===== config.mk =====
export PLATFORM = sky130hd
export DESIGN_NAME = record_assembler
export DESIGN_NICKNAME = d
export VERILOG_FILES = /design/src/rtl/record_assembler_pkg.sv /design/src/rtl/record_assembler_fifo.sv /design/src/rtl/record_assembler.sv
export SDC_FILE = /design/constraint.sdc
export NUM_CORES = 1
export LEC_CHECK = 0
export ABC_AREA = 1
export CAP_MARGIN = 20
export CORE_ASPECT_RATIO = 1.2
export CORE_MARGIN = 10
export CORE_UTILIZATION = 40
export DETAILED_ROUTE_END_ITERATION = 6
export MAX_ROUTING_LAYER = met4
export PLACE_DENSITY = 0.57
export SKIP_CTS_REPAIR_TIMING = 1
export SLEW_MARGIN = 30
export SYNTH_ARGS = -nofsm -noshare
export SYNTH_HDL_FRONTEND = slang
export SYNTH_SLANG_ARGS = --single-unit

===== constraint.sdc =====
create_clock -name i_clk -period 5.15 [get_ports i_clk]
set_input_delay 0.515 -clock i_clk [delete_from_list [all_inputs] [get_ports i_clk]]
set_output_delay 0.515 -clock i_clk [all_outputs]
set_load 0.02 [all_outputs]

===== src/rtl/record_assembler_pkg.sv =====
// Shared types and default sizing for the packed-record assembler.
package record_assembler_pkg;

    typedef enum logic {
        IDLE = 1'b0,
        FILL = 1'b1
    } record_assembler_state_e;

    localparam int RA_FIELD_W_DEF    = 10;
    localparam int RA_NUM_FIELDS_DEF = 2;

endpackage


===== src/rtl/record_assembler_fifo.sv =====
// Small circular FIFO with a registered head word; pointers wrap modulo DEPTH.
module record_fifo #(
    parameter int WIDTH = 20,
    parameter int DEPTH = 2
) (
    input  logic             clk,
    input  logic             rst_n,
    input  logic             push,
    input  logic [WIDTH-1:0] push_data,
    input  logic             pop,
    output logic [WIDTH-1:0] head_data,
    output logic             full,
    output logic             empty
);
    localparam int PTR_W = (DEPTH > 1) ? $clog2(DEPTH) : 1;
    localparam int CNT_W = $clog2(DEPTH + 1);

    logic [WIDTH-1:0] mem [DEPTH];
    logic [PTR_W-1:0] wr_ptr, rd_ptr, rd_nxt;
    logic [CNT_W-1:0] count, count_nxt;
    logic             push_ok, pop_ok;
    logic [WIDTH-1:0] head_nxt;

    function automatic logic [PTR_W-1:0] ptr_inc(input logic [PTR_W-1:0] p);
        return (p == PTR_W'(DEPTH - 1)) ? '0 : p + PTR_W'(1);
    endfunction

    assign full  = (count == CNT_W'(DEPTH));
    assign empty = (count == '0);

    always_comb begin
        push_ok   = push && !full;
        pop_ok    = pop && !empty;
        rd_nxt    = pop_ok ? ptr_inc(rd_ptr) : rd_ptr;
        count_nxt = count;
        case ({push_ok, pop_ok})
            2'b10:   count_nxt = count + CNT_W'(1);
            2'b01:   count_nxt = count - CNT_W'(1);
            default: count_nxt = count;
        endcase
        // The slot being written this cycle becomes head only when nothing older remains.
        head_nxt = (push_ok && (wr_ptr == rd_nxt)) ? push_data : mem[rd_nxt];
    end

    always_ff @(posedge clk) begin
        if (!rst_n) begin
            wr_ptr    <= '0;
            rd_ptr    <= '0;
            count     <= '0;
            head_data <= '0;
        end else begin
            if (push_ok) begin
                wr_ptr <= ptr_inc(wr_ptr);
            end
            rd_ptr    <= rd_nxt;
            count     <= count_nxt;
            head_data <= head_nxt;
        end
    end

    always_ff @(posedge clk) begin
        if (push_ok) begin
            mem[wr_ptr] <= push_data;
        end
    end

endmodule


===== src/rtl/record_assembler.sv =====
// Field-serial packed-record builder feeding a valid/ready record FIFO.
// Optional sticky duplicate-write flag: define RECORD_ASSEMBLER_DUP_CHECK_EN.
module record_assembler
    import record_assembler_pkg::*;
#(
    parameter int                  FIELD_W     = RA_FIELD_W_DEF,
    parameter int                  NUM_FIELDS  = RA_NUM_FIELDS_DEF,
    parameter logic [FIELD_W-1:0]  DEFAULT_VAL = '0,
    parameter int                  DEPTH       = 2
) (
    input  logic                             i_clk,
    input  logic                             i_rst,
    input  logic                             i_wr_valid,
    input  logic [$clog2(NUM_FIELDS)-1:0]    i_wr_field,
    input  logic [FIELD_W-1:0]               i_wr_data,
    input  logic                             i_wr_last,
    output logic                             o_wr_ready,
    output logic                             o_rec_valid,
    output logic [NUM_FIELDS*FIELD_W-1:0]    o_rec_data,
    input  logic                             i_rec_ready,
    output logic [NUM_FIELDS-1:0]            o_fill_mask,
    output logic                             o_idx_err
`ifdef RECORD_ASSEMBLER_DUP_CHECK_EN
    ,
    output logic                             o_dup_err
`endif
);
    localparam int               IDX_W = $clog2(NUM_FIELDS);
    localparam int               REC_W = NUM_FIELDS * FIELD_W;
    localparam logic [IDX_W:0]   NF    = (IDX_W + 1)'(NUM_FIELDS);

    record_assembler_state_e state_q, state_d;

    logic [FIELD_W-1:0]    fields [NUM_FIELDS];
    logic [NUM_FIELDS-1:0] fill_mask, mask_base, mask_nxt, wr_sel;
    logic [REC_W-1:0]      rec_data;
    logic                  wr_acc, idx_ok, commit;
    logic                  fifo_full, fifo_empty;

    assign o_wr_ready  = !fifo_full;
    assign o_rec_valid = !fifo_empty;
    assign o_fill_mask = fill_mask;

    always_comb begin
        wr_acc    = i_wr_valid && !fifo_full;
        idx_ok    = ({1'b0, i_wr_field} < NF);
        mask_base = (state_q == IDLE) ? '0 : fill_mask;
        wr_sel    = '0;
        for (int i = 0; i < NUM_FIELDS; i++) begin
            wr_sel[i] = wr_acc && idx_ok && (i_wr_field == IDX_W'(i));
        end
        mask_nxt = mask_base | wr_sel;
        commit   = wr_acc && (i_wr_last || (idx_ok && (&mask_nxt)));
        // Field 0 lands in the record MSBs; unwritten fields take the fill value.
        rec_data = '0;
        for (int i = 0; i < NUM_FIELDS; i++) begin
            rec_data[(NUM_FIELDS-1-i)*FIELD_W +: FIELD_W] =
                !mask_nxt[i] ? DEFAULT_VAL : (wr_sel[i] ? i_wr_data : fields[i]);
        end
    end

    always_comb begin
        state_d = state_q;
        case (state_q)
            IDLE:    if (wr_acc && !commit && (|wr_sel)) state_d = FILL;
            FILL:    if (commit) state_d = IDLE;
            default: state_d = IDLE;
        endcase
    end

    always_ff @(posedge i_clk) begin
        if (!i_rst) begin
            state_q   <= IDLE;
            fill_mask <= '0;
            o_idx_err <= 1'b0;
        end else begin
            state_q   <= state_d;
            fill_mask <= commit ? '0 : mask_nxt;
            o_idx_err <= wr_acc && !idx_ok;
        end
    end

    always_ff @(posedge i_clk) begin
        for (int i = 0; i < NUM_FIELDS; i++) begin
            if (commit) begin
                fields[i] <= '0;
            end else if (wr_sel[i]) begin
                fields[i] <= i_wr_data;
            end
        end
    end

`ifdef RECORD_ASSEMBLER_DUP_CHECK_EN
    always_ff @(posedge i_clk) begin
        if (!i_rst) begin
            o_dup_err <= 1'b0;
        end else if (|(wr_sel & mask_base)) begin
            o_dup_err <= 1'b1;
        end
    end
`endif

    record_fifo #(
        .WIDTH (REC_W),
        .DEPTH (DEPTH)
    ) u_fifo (
        .clk       (i_clk),
        .rst_n     (i_rst),
        .push      (commit),
        .push_data (rec_data),
        .pop       (i_rec_ready),
        .head_data (o_rec_data),
        .full      (fifo_full),
        .empty     (fifo_empty)
    );

endmodule


==> results of run 1 <==
## power by group through the flow
stage	clock network (W)	registers (W)	logic (W)
after floorplan	0	0.000903	0.000276
after global placement	0	0.000864	0.000439
after detailed placement	0	0.000865	0.000444
after CTS	0.000699	0.000850	0.000446
after global routing	0.000726	0.000855	0.000486
final	0.000684	0.000850	0.000441
## worst paths after layout
path                                      start                   end  slack [ns]
worst min register to register          state_q               state_q        0.54
worst max-delay path                i_rec_ready  u_fifo.head_data[10]        2.61
worst max register to register  u_fifo.count[1]  u_fifo.head_data[10]        2.78
worst min-delay path                    state_q               state_q        0.54
## final cells by class
cell class / count / area (um^2)
fill: 916 / 4840
sequential: 87 / 2340
multi-input combinational: 245 / 1250
timing repair buffer: 41 / 400
clock buffer: 10 / 229
inverter: 43 / 161
tap: 123 / 154
clock inverter: 6 / 85.1
## critical path: stages
cell and delay [ns]:
clkdlybuf4s50_1 0.53, nand2_2 0.09, nand2_2 0.35, nand2_2 0.41, nand2_1 0.18, nand2_2 0.11, inv_2 0.30, nand3_1 0.15
nand2_1 0.11, nor2_2 0.03
## cell usage in the layout, fill, tap and decap left out, drive strengths merged, types with 3 or more instances in the layout
cell / n
clkdlybuf4s50: 38
clkbuf: 10
a21oi: 6
dfxtp: 27
inv: 40
nand2: 81
o21a: 18
edfxtp: 60
buf: 3
clkinv: 5
o21ai: 6
nor2: 67
nand3: 65
## kinds of logic (layout without fill, tap and decap cells)
family | count (synthesis) | in the layout
flip-flops | 87 | 87
buffers and inverters | 62 | 100
AO/OA/AOI/OAI | 30 | 30
adder cells (fa/ha/maj) | 1 | 1
AND/OR/NAND/NOR | 213 | 213
other | 1 | 1
## registers in the layout, indices dropped and copies added, names as in the netlist
name and cells:
fields 20, o_fill_mask 2, state_q 1, u_fifo.count 2, u_fifo.head_data 20, u_fifo.mem 40, u_fifo.rd_ptr 1, u_fifo.wr_ptr 1
## per-layer routing
metal  part of all wire, %  vias to the layer above
met2                    49                       86
li1                      -                     1353
met1                    43                     1228
met5                     0                        -
met3                   6.3                       13
met4                   2.0                        0
## metrics by stage
step	cells	cell area, um^2	power, W
floorplan	394	3860	0.00118
global placement	539	4310	0.00130
detailed placement	539	4310	0.00131
CTS	555	4620	0.00200
global route	555	4620	0.00207
finish	555	4620	0.00197
==> flow_summary.yaml, run 1 <==
synthesis:
  ys_types: 27
  synth_edf_count: 60
  post_synth_xor_area_fraction_pct: 0
  ys_async_sr_fraction_pct: 0
  syn_inst: 394
  synth_top_family_by_area: "simple AND/OR/NAND/NOR gates"
  ys_warn_count: 0
  synth-simple-area-share_pct: 26.6
  synth_compound_area_share_pct: 5.15
  synth.most_common_cell: "nand2_1"
  syn-num-nets: 411
  synth_ff_type: "edfxtp_1"
  netlist_top_cells_area: "edfxtp_1 47%, dfxtp_1 14%, nand3_1 7.8%"
  yosysSeqAreaShare_pct: 60.6
  post_synth.cell_area_avg_um2: 9.81
  yosys.area.top_type_share_pct: 46.6
  synth_area_um2: 3860
  synth_adder_area_share_pct: 0.324
  ys_ff_latch: 87
  synth_area_leader_cell: "edfxtp_1"
  synthMuxAreaShare_pct: 0
  synthTopCellsByCount: "71 x nand2_1, 60 x edfxtp_1, 60 x nand3_1, 46 x nor2_1, 36 x inv_1"
pwr:
  internal_power_w: 0.00141
  power_switching_w: 0.000568
  pwr-share-seq_pct: 43.0
  power_density_nw_per_um2: 427
  irDropWorstVdd_v: 0.000182
  clockPowerShare_pct: 34.6
  p_leak_nw: 1.96
  switching_share_pct: 28.8
  power_frac_comb_pct: 22.3
global_route:
  use_met2_pct: 20.8
  use_met3_pct: 3.07
  antenna_found_initial: 0
  overflow: 0
  grt_pass1_vias: 2614
  grt_first_pass_wirelength_um: 13500
  met1_usage_pct: 15.2
  grt_usage_pct: 13.2
  grt_max_degree: 26
  top_usage_layer: "met2"
floorplan:
  die_area_um2: 14000
  ios: 41
  num_rows: 39
  start_util_pct: 40.8
  die_x_um: 110
  dieHeight_um: 128
  core_um2: 9470
timing:
  fin_crit_ns: 2.54
  worst_pin_slew_ns: 0.570
  fin_worst_skew_ns: 0.00427
  period_share_pct: 49.4
  finalHoldWorstSlack_ns: 0.540
  fmax_mhz: 393
  setup-violations-final: 0
  finalSetupTns_ns: 0
  rsz0062_at_grt: "false"
  final_max_slew_viol_count: 0
  setup_slack_ns: 2.61
  slew_headroom_pct: 61.9
  hold_viol: 0
routing:
  dr.pass1.iters: 5
  antenna_left: 0
  post_drt_wl_per_cell_um: 15.5
  wl_um: 8610
  num_vias: 2680
  drc_errors: 0
  drt_first_iter_violations: 165
  viasPerCell: 4.83
setup_path:
  reg2reg_depth: 11
  critPathLaunchType: "input pin"
  critPathArrivalTime_ns: 2.79
  end_kind: "register"
  required_ns: 5.39
  cp_max_fo: 22
  critPathKind: "input pin to register"
clock_tree:
  cts_max_path_buffers: 2
  cts_tree: "yes"
  clock-root-buffer: "clkbuf_16"
  worstSkewPairLatency_ns: 0.34
  cts_buffers: 9
  clk_pin_slew_worst_paths_ns: 0.06
  htreeDepth: 3
  cts_sinks: 87
job:
  drv_cap: 0
cells_and_area:
  drive_above_1_share_pct: 13.7
  finalNetCount: 444
  syn_to_final_growth_pct: 19.6
  diodes: 0
  final_util_pct: 48.8
place:
  dp_hpwl_um: 5830
  globalplace.congestion: 0.845
  pre_cts_ws_ns: 2.22
  port_buffers: 39
status:
  status: "completed"
min_path:
  hold_depth: 2
  hold_path_class: "register to register"
Power figures use the tool's default switching activity.
==> run 2, diff against run 1 <==
- clock period: 5.15 -> 2.35 ns (I/O delays scaled with it)
==> flow_summary.yaml, run 2 (synthesized netlist as in run 1, its figures left out) <==
clock_tree:
  cts_tree: "yes"
  cts_buffers: 9
  cts_sinks: 87
  clock-root-buffer: "clkbuf_16"
  clk_pin_slew_worst_paths_ns: 0.06
  htreeDepth: 3
  cts_max_path_buffers: 2
  worstSkewPairLatency_ns: 0.34
setup_path:
  crit_cells: 12
  cp_num_buf_inv: 2
  end_kind: "register"
  critPathLaunchType: "input pin"
  path_common_cell: "nand2_2"
  crit_start: "i_wr_field"
  reg2reg_depth: 10
  crit_chain: "clkdlybuf4s50_1, inv_1, nand3_4, nand2_2, nand2_2, nand2_2, nand2_4, ha_1, a21oi_1, o21ai_0, o21ai_0, a21oi_1"
  required_ns: 2.57
  critPathKind: "input pin to register"
  regToRegStartpoint: "u_fifo.count[0]"
  critPathArrivalTime_ns: 2.07
  cp_top_family: "buffers and inverters"
  rr_endpoint: "u_fifo.count[1]"
  cp_max_fo: 7
  slowest_stage: "clkdlybuf4s50_1"
  worst_path_largest_cell_delay_ns: 0.48
  r2r_slack_ns: 0.52
routing:
  post_drt_wl_per_cell_um: 15.1
  wl_um: 8470
  drt_first_iter_violations: 170
  antenna_left: 0
  num_vias: 2695
  drc_errors: 0
  dr.pass1.iters: 6
  viasPerCell: 4.80
cells_and_area:
  finalNetCount: 451
  final_common_cell: "nand2_1"
  largest_reg_flops: 40
  diodes: 0
  reg.largest.list: "u_fifo.mem x40, fields x20, u_fifo.head_data x20"
  syn_to_final_growth_pct: 20.8
  final_cell_mix: "71 x nand2_1, 60 x nand3_1, 60 x edfxtp_1"
  top_register: "u_fifo.mem"
  drive_above_1_share_pct: 14.6
  stdcell_count: 562
  final_util_pct: 49.3
floorplan:
  num_rows: 39
  dieHeight_um: 128
  die_x_um: 110
  die_area_um2: 14000
  start_util_pct: 40.8
  ios: 41
  core_um2: 9470
min_path:
  hold_depth: 2
  hold-path-endpoint: "u_fifo.count[1]"
  hold_path_class: "register to register"
  min_from: "u_fifo.count[1]"
pwr:
  irDropWorstVdd_v: 0.000367
  p_leak_nw: 1.99
  pwr-share-seq_pct: 44.1
  power_frac_comb_pct: 23.7
  switching_share_pct: 29.4
  power_density_nw_per_um2: 904
  internal_power_w: 0.00298
  clockPowerShare_pct: 32.2
  power_switching_w: 0.00124
timing:
  finalSetupTns_ns: 0
  setup-violations-final: 0
  fin_worst_skew_ns: 0.00634
  hold_viol: 0
  finalHoldWorstSlack_ns: 0.544
  final_max_slew_viol_count: 0
  period_share_pct: 78.9
  fmax_mhz: 540
  fin_crit_ns: 1.85
  rsz0062_at_grt: "false"
  setup_slack_ns: 0.496
place:
  dp_hpwl_um: 5630
  pre_cts_ws_ns: 0.147
  port_buffers: 39
  globalplace.congestion: 0.786
  dp.cells: 546
global_route:
  grt_first_pass_wirelength_um: 13900
  grt_max_degree: 26
  grt_usage_pct: 13.1
  grt_pass1_vias: 2706
  antenna_found_initial: 0
  overflow: 0
job:
  drv_cap: 0
status:
  status: "completed"
-- run 2: cell count changes in the layout (fill, tap and decap cells not counted), moves of 2 or more --
cell       delta
clkbuf_8      +3
bufinv_16     -2
buf_12        +2
buf_4         +5
-- run 2: worst max-delay path by stage --
stage,end,slack (ns)
3_5_place_dp,u_fifo.count[1],0.15
6_report,u_fifo.count[1],0.50
4_1_cts,u_fifo.count[1],0.50
5_1_grt,u_fifo.count[1],0.37
3_3_place_gp,u_fifo.count[1],0.21
2_1_floorplan,u_fifo.mem[1][0],0.11
-- run 2: worst register-to-register path: stages, from the launching register on --
cell and delay, ns:
dfxtp_1 0.32, inv_2 0.12, nand2_4 0.09, nand2_1 0.11, clkinv_1 0.18, nand2_4 0.19
ha_1 0.27, a21oi_1 0.11, o21ai_0 0.11, o21ai_0 0.15, a21oi_1 0.05
-- run 2: per-stage QoR --
step	cell area (um^2)	total power, W
after floorplan	3860	0.00258
after global placement	4380	0.00289
after detailed placement	4380	0.00291
after CTS	4670	0.00426
after global routing	4670	0.00443
final	4670	0.00422
-- run 2: layer usage --
metal	wire [um]	up-vias	GRT usage (%)
li1	-	1364	-
met1	3860	1260	16.5
met2	3960	55	19.6
met3	429	16	2.62
met4	214	0	6.37
met5	0	-	-
-- run 2: power groups by stage --
stage,clock [W],combinational (W),sequential [W]
floorplan,0,0.000604,0.00198
global placement,0,0.00101,0.00189
detailed placement,0,0.00102,0.00189
CTS,0.00138,0.00102,0.00186
global route,0.00144,0.00111,0.00187
finish,0.00136,0.00100,0.00186
-- run 2: layout make-up --
| class | count | area [um^2] |
|---|---|---|
| fillers | 887 | 4800 |
| flip-flops and latches | 87 | 2340 |
| multi-input cells | 245 | 1240 |
| repair buffers | 48 | 483 |
| clock buffers | 13 | 270 |
| inverters | 43 | 161 |
| well taps | 123 | 154 |
| clock inverters | 3 | 16.3 |
==> run 3, diff against run 2 <==
- PLACE_DENSITY: 0.57 -> 0.59
- clock period: 2.35 -> 1.6 ns (I/O delays scaled with it)
==> flow_summary.yaml, run 3 (synthesized netlist as in run 1, its figures left out) <==
status:
  status: "complete, but fails checks"
  violations: "setup timing"
min_path:
  hold_path_class: "register to register"
  min_from: "state_q"
  hold-path-endpoint: "state_q"
  hold_depth: 2
global_route:
  grt_max_degree: 23
  grt_usage_pct: 13.4
  overflow: 0
  antenna_found_initial: 0
  grt_first_pass_wirelength_um: 14000
  grt_pass1_vias: 2789
place:
  globalplace.congestion: 0.761
  dp_hpwl_um: 5910
  dp.cells: 564
  port_buffers: 39
  placed_cell_area_um2: 4640
floorplan:
  ios: 41
  die_x_um: 110
  core_um2: 9470
  num_rows: 39
  start_util_pct: 40.8
  die_area_um2: 14000
  dieHeight_um: 128
setup_path:
  end_kind: "register"
  regToRegStartpoint: "u_fifo.count[0]"
  r2r_slack_ns: -0.01
  reg2reg_depth: 12
  critPathKind: "register to register"
  critPathArrivalTime_ns: 1.84
  rr_endpoint: "u_fifo.count[1]"
  required_ns: 1.83
  cp_max_fo: 4
  critPathLaunchType: "register"
clock_tree:
  cts_sinks: 87
  htreeDepth: 3
  clk_pin_slew_worst_paths_ns: 0.06
  cts_buffers: 9
  worstSkewPairLatency_ns: 0.34
  cts_tree: "yes"
  cts_max_path_buffers: 2
  clock-root-buffer: "clkbuf_16"
cells_and_area:
  reg.largest.list: "u_fifo.mem x40, fields x20, u_fifo.head_data x20"
  diodes: 0
  top_register: "u_fifo.mem"
  final_cell_mix: "70 x nand2_1, 60 x nand3_1, 60 x edfxtp_1"
  post-route-cell-area_um2: 5050
  final_common_cell: "nand2_1"
  largest_reg_flops: 40
  finalNetCount: 470
  syn_to_final_growth_pct: 30.7
  stdcell_count: 581
  drive_above_1_share_pct: 22.9
timing:
  fmax_mhz: 620
  setup_slack_ns: -0.0117
  setup-violations-final: 1
  final_max_slew_viol_count: 0
  fin_worst_skew_ns: 0.00467
  period_share_pct: 101
  rsz0062_at_grt: "true"
  hold_viol: 0
  fin_crit_ns: 1.61
pwr:
  power_density_nw_per_um2: 1330
  p_leak_nw: 2.15
  irDropWorstVdd_v: 0.000568
job:
  drv_cap: 0
routing:
  dr.pass1.iters: 4
  wl_um: 8670
  drt_first_iter_violations: 146
  num_vias: 2762
  viasPerCell: 4.75
  drc_errors: 0
  antenna_left: 0
  post_drt_wl_per_cell_um: 14.9
run 3: per-layer routing:
metal | global-route usage [%] | up-vias | wire (um)
met2 | 20.8 | 55 | 4240
met4 | 7.59 | 0 | 223
met1 | 16.4 | 1284 | 3880
met3 | 1.96 | 14 | 318
li1 | - | 1409 | -
met5 | - | - | 0
run 3: critical path, stage by stage (launching register included):
cell     delay [ns]
dfxtp_2        0.34
inv_4          0.10
nand2_8        0.07
nand3_4        0.08
nand2_2        0.05
nand2_2        0.08
nand2_2        0.07
nand2_4        0.12
ha_4           0.21
a21oi_1        0.10
o21ai_1        0.09
o21ai_1        0.12
a21oi_1        0.05
run 3: how the worst max path moves through the flow:
stage / startpoint / end / slack [ns]
floorplan: u_fifo.count[0] / u_fifo.mem[1][0] / -0.08
global placement: i_wr_field / u_fifo.count[1] / -0.31
detailed placement: i_wr_field / u_fifo.count[1] / -0.37
CTS: u_fifo.count[1] / o_rec_valid / -0.05
global route: u_fifo.count[0] / u_fifo.count[1] / -0.11
finish: u_fifo.count[0] / u_fifo.count[1] / -0.01
run 3: where the power goes:
group / leakage (nW) / switching (W) / total (W) / internal [W]
clock: 0.162 / 0.000847 / 0.00225 / 0.00140
sequential: 0.806 / 0.0000757 / 0.00274 / 0.00267
combinational: 1.18 / 0.00100 / 0.00173 / 0.000724
total: 2.15 / 0.00193 / 0.00672 / 0.00479
run 3: layout make-up:
cell class / instances / area, um^2
Timing Repair Buffer: 67 / 727
Sequential cell: 87 / 2350
Multi-Input combinational cell: 245 / 1340
Fill cell: 844 / 4410
Inverter: 43 / 168
Clock inverter: 6 / 83.8
Tap cell: 123 / 154
Clock buffer: 10 / 239
run 3: stage by stage:
step	setup TNS (ns)	worst slack [ns]	total power [W]	util [%]	hold slack, ns
after detailed placement	-31.58	-0.374	0.00446	49.0	0.517
after floorplan	-2.40	-0.0776	0.00382	-	0.291
after global placement	-22.32	-0.306	0.00444	49.0	0.515
final	-0.0117	-0.0117	0.00672	53.4	0.527
after CTS	-0.591	-0.0511	0.00670	52.4	0.525
after global routing	-3.17	-0.108	0.00703	53.4	0.561
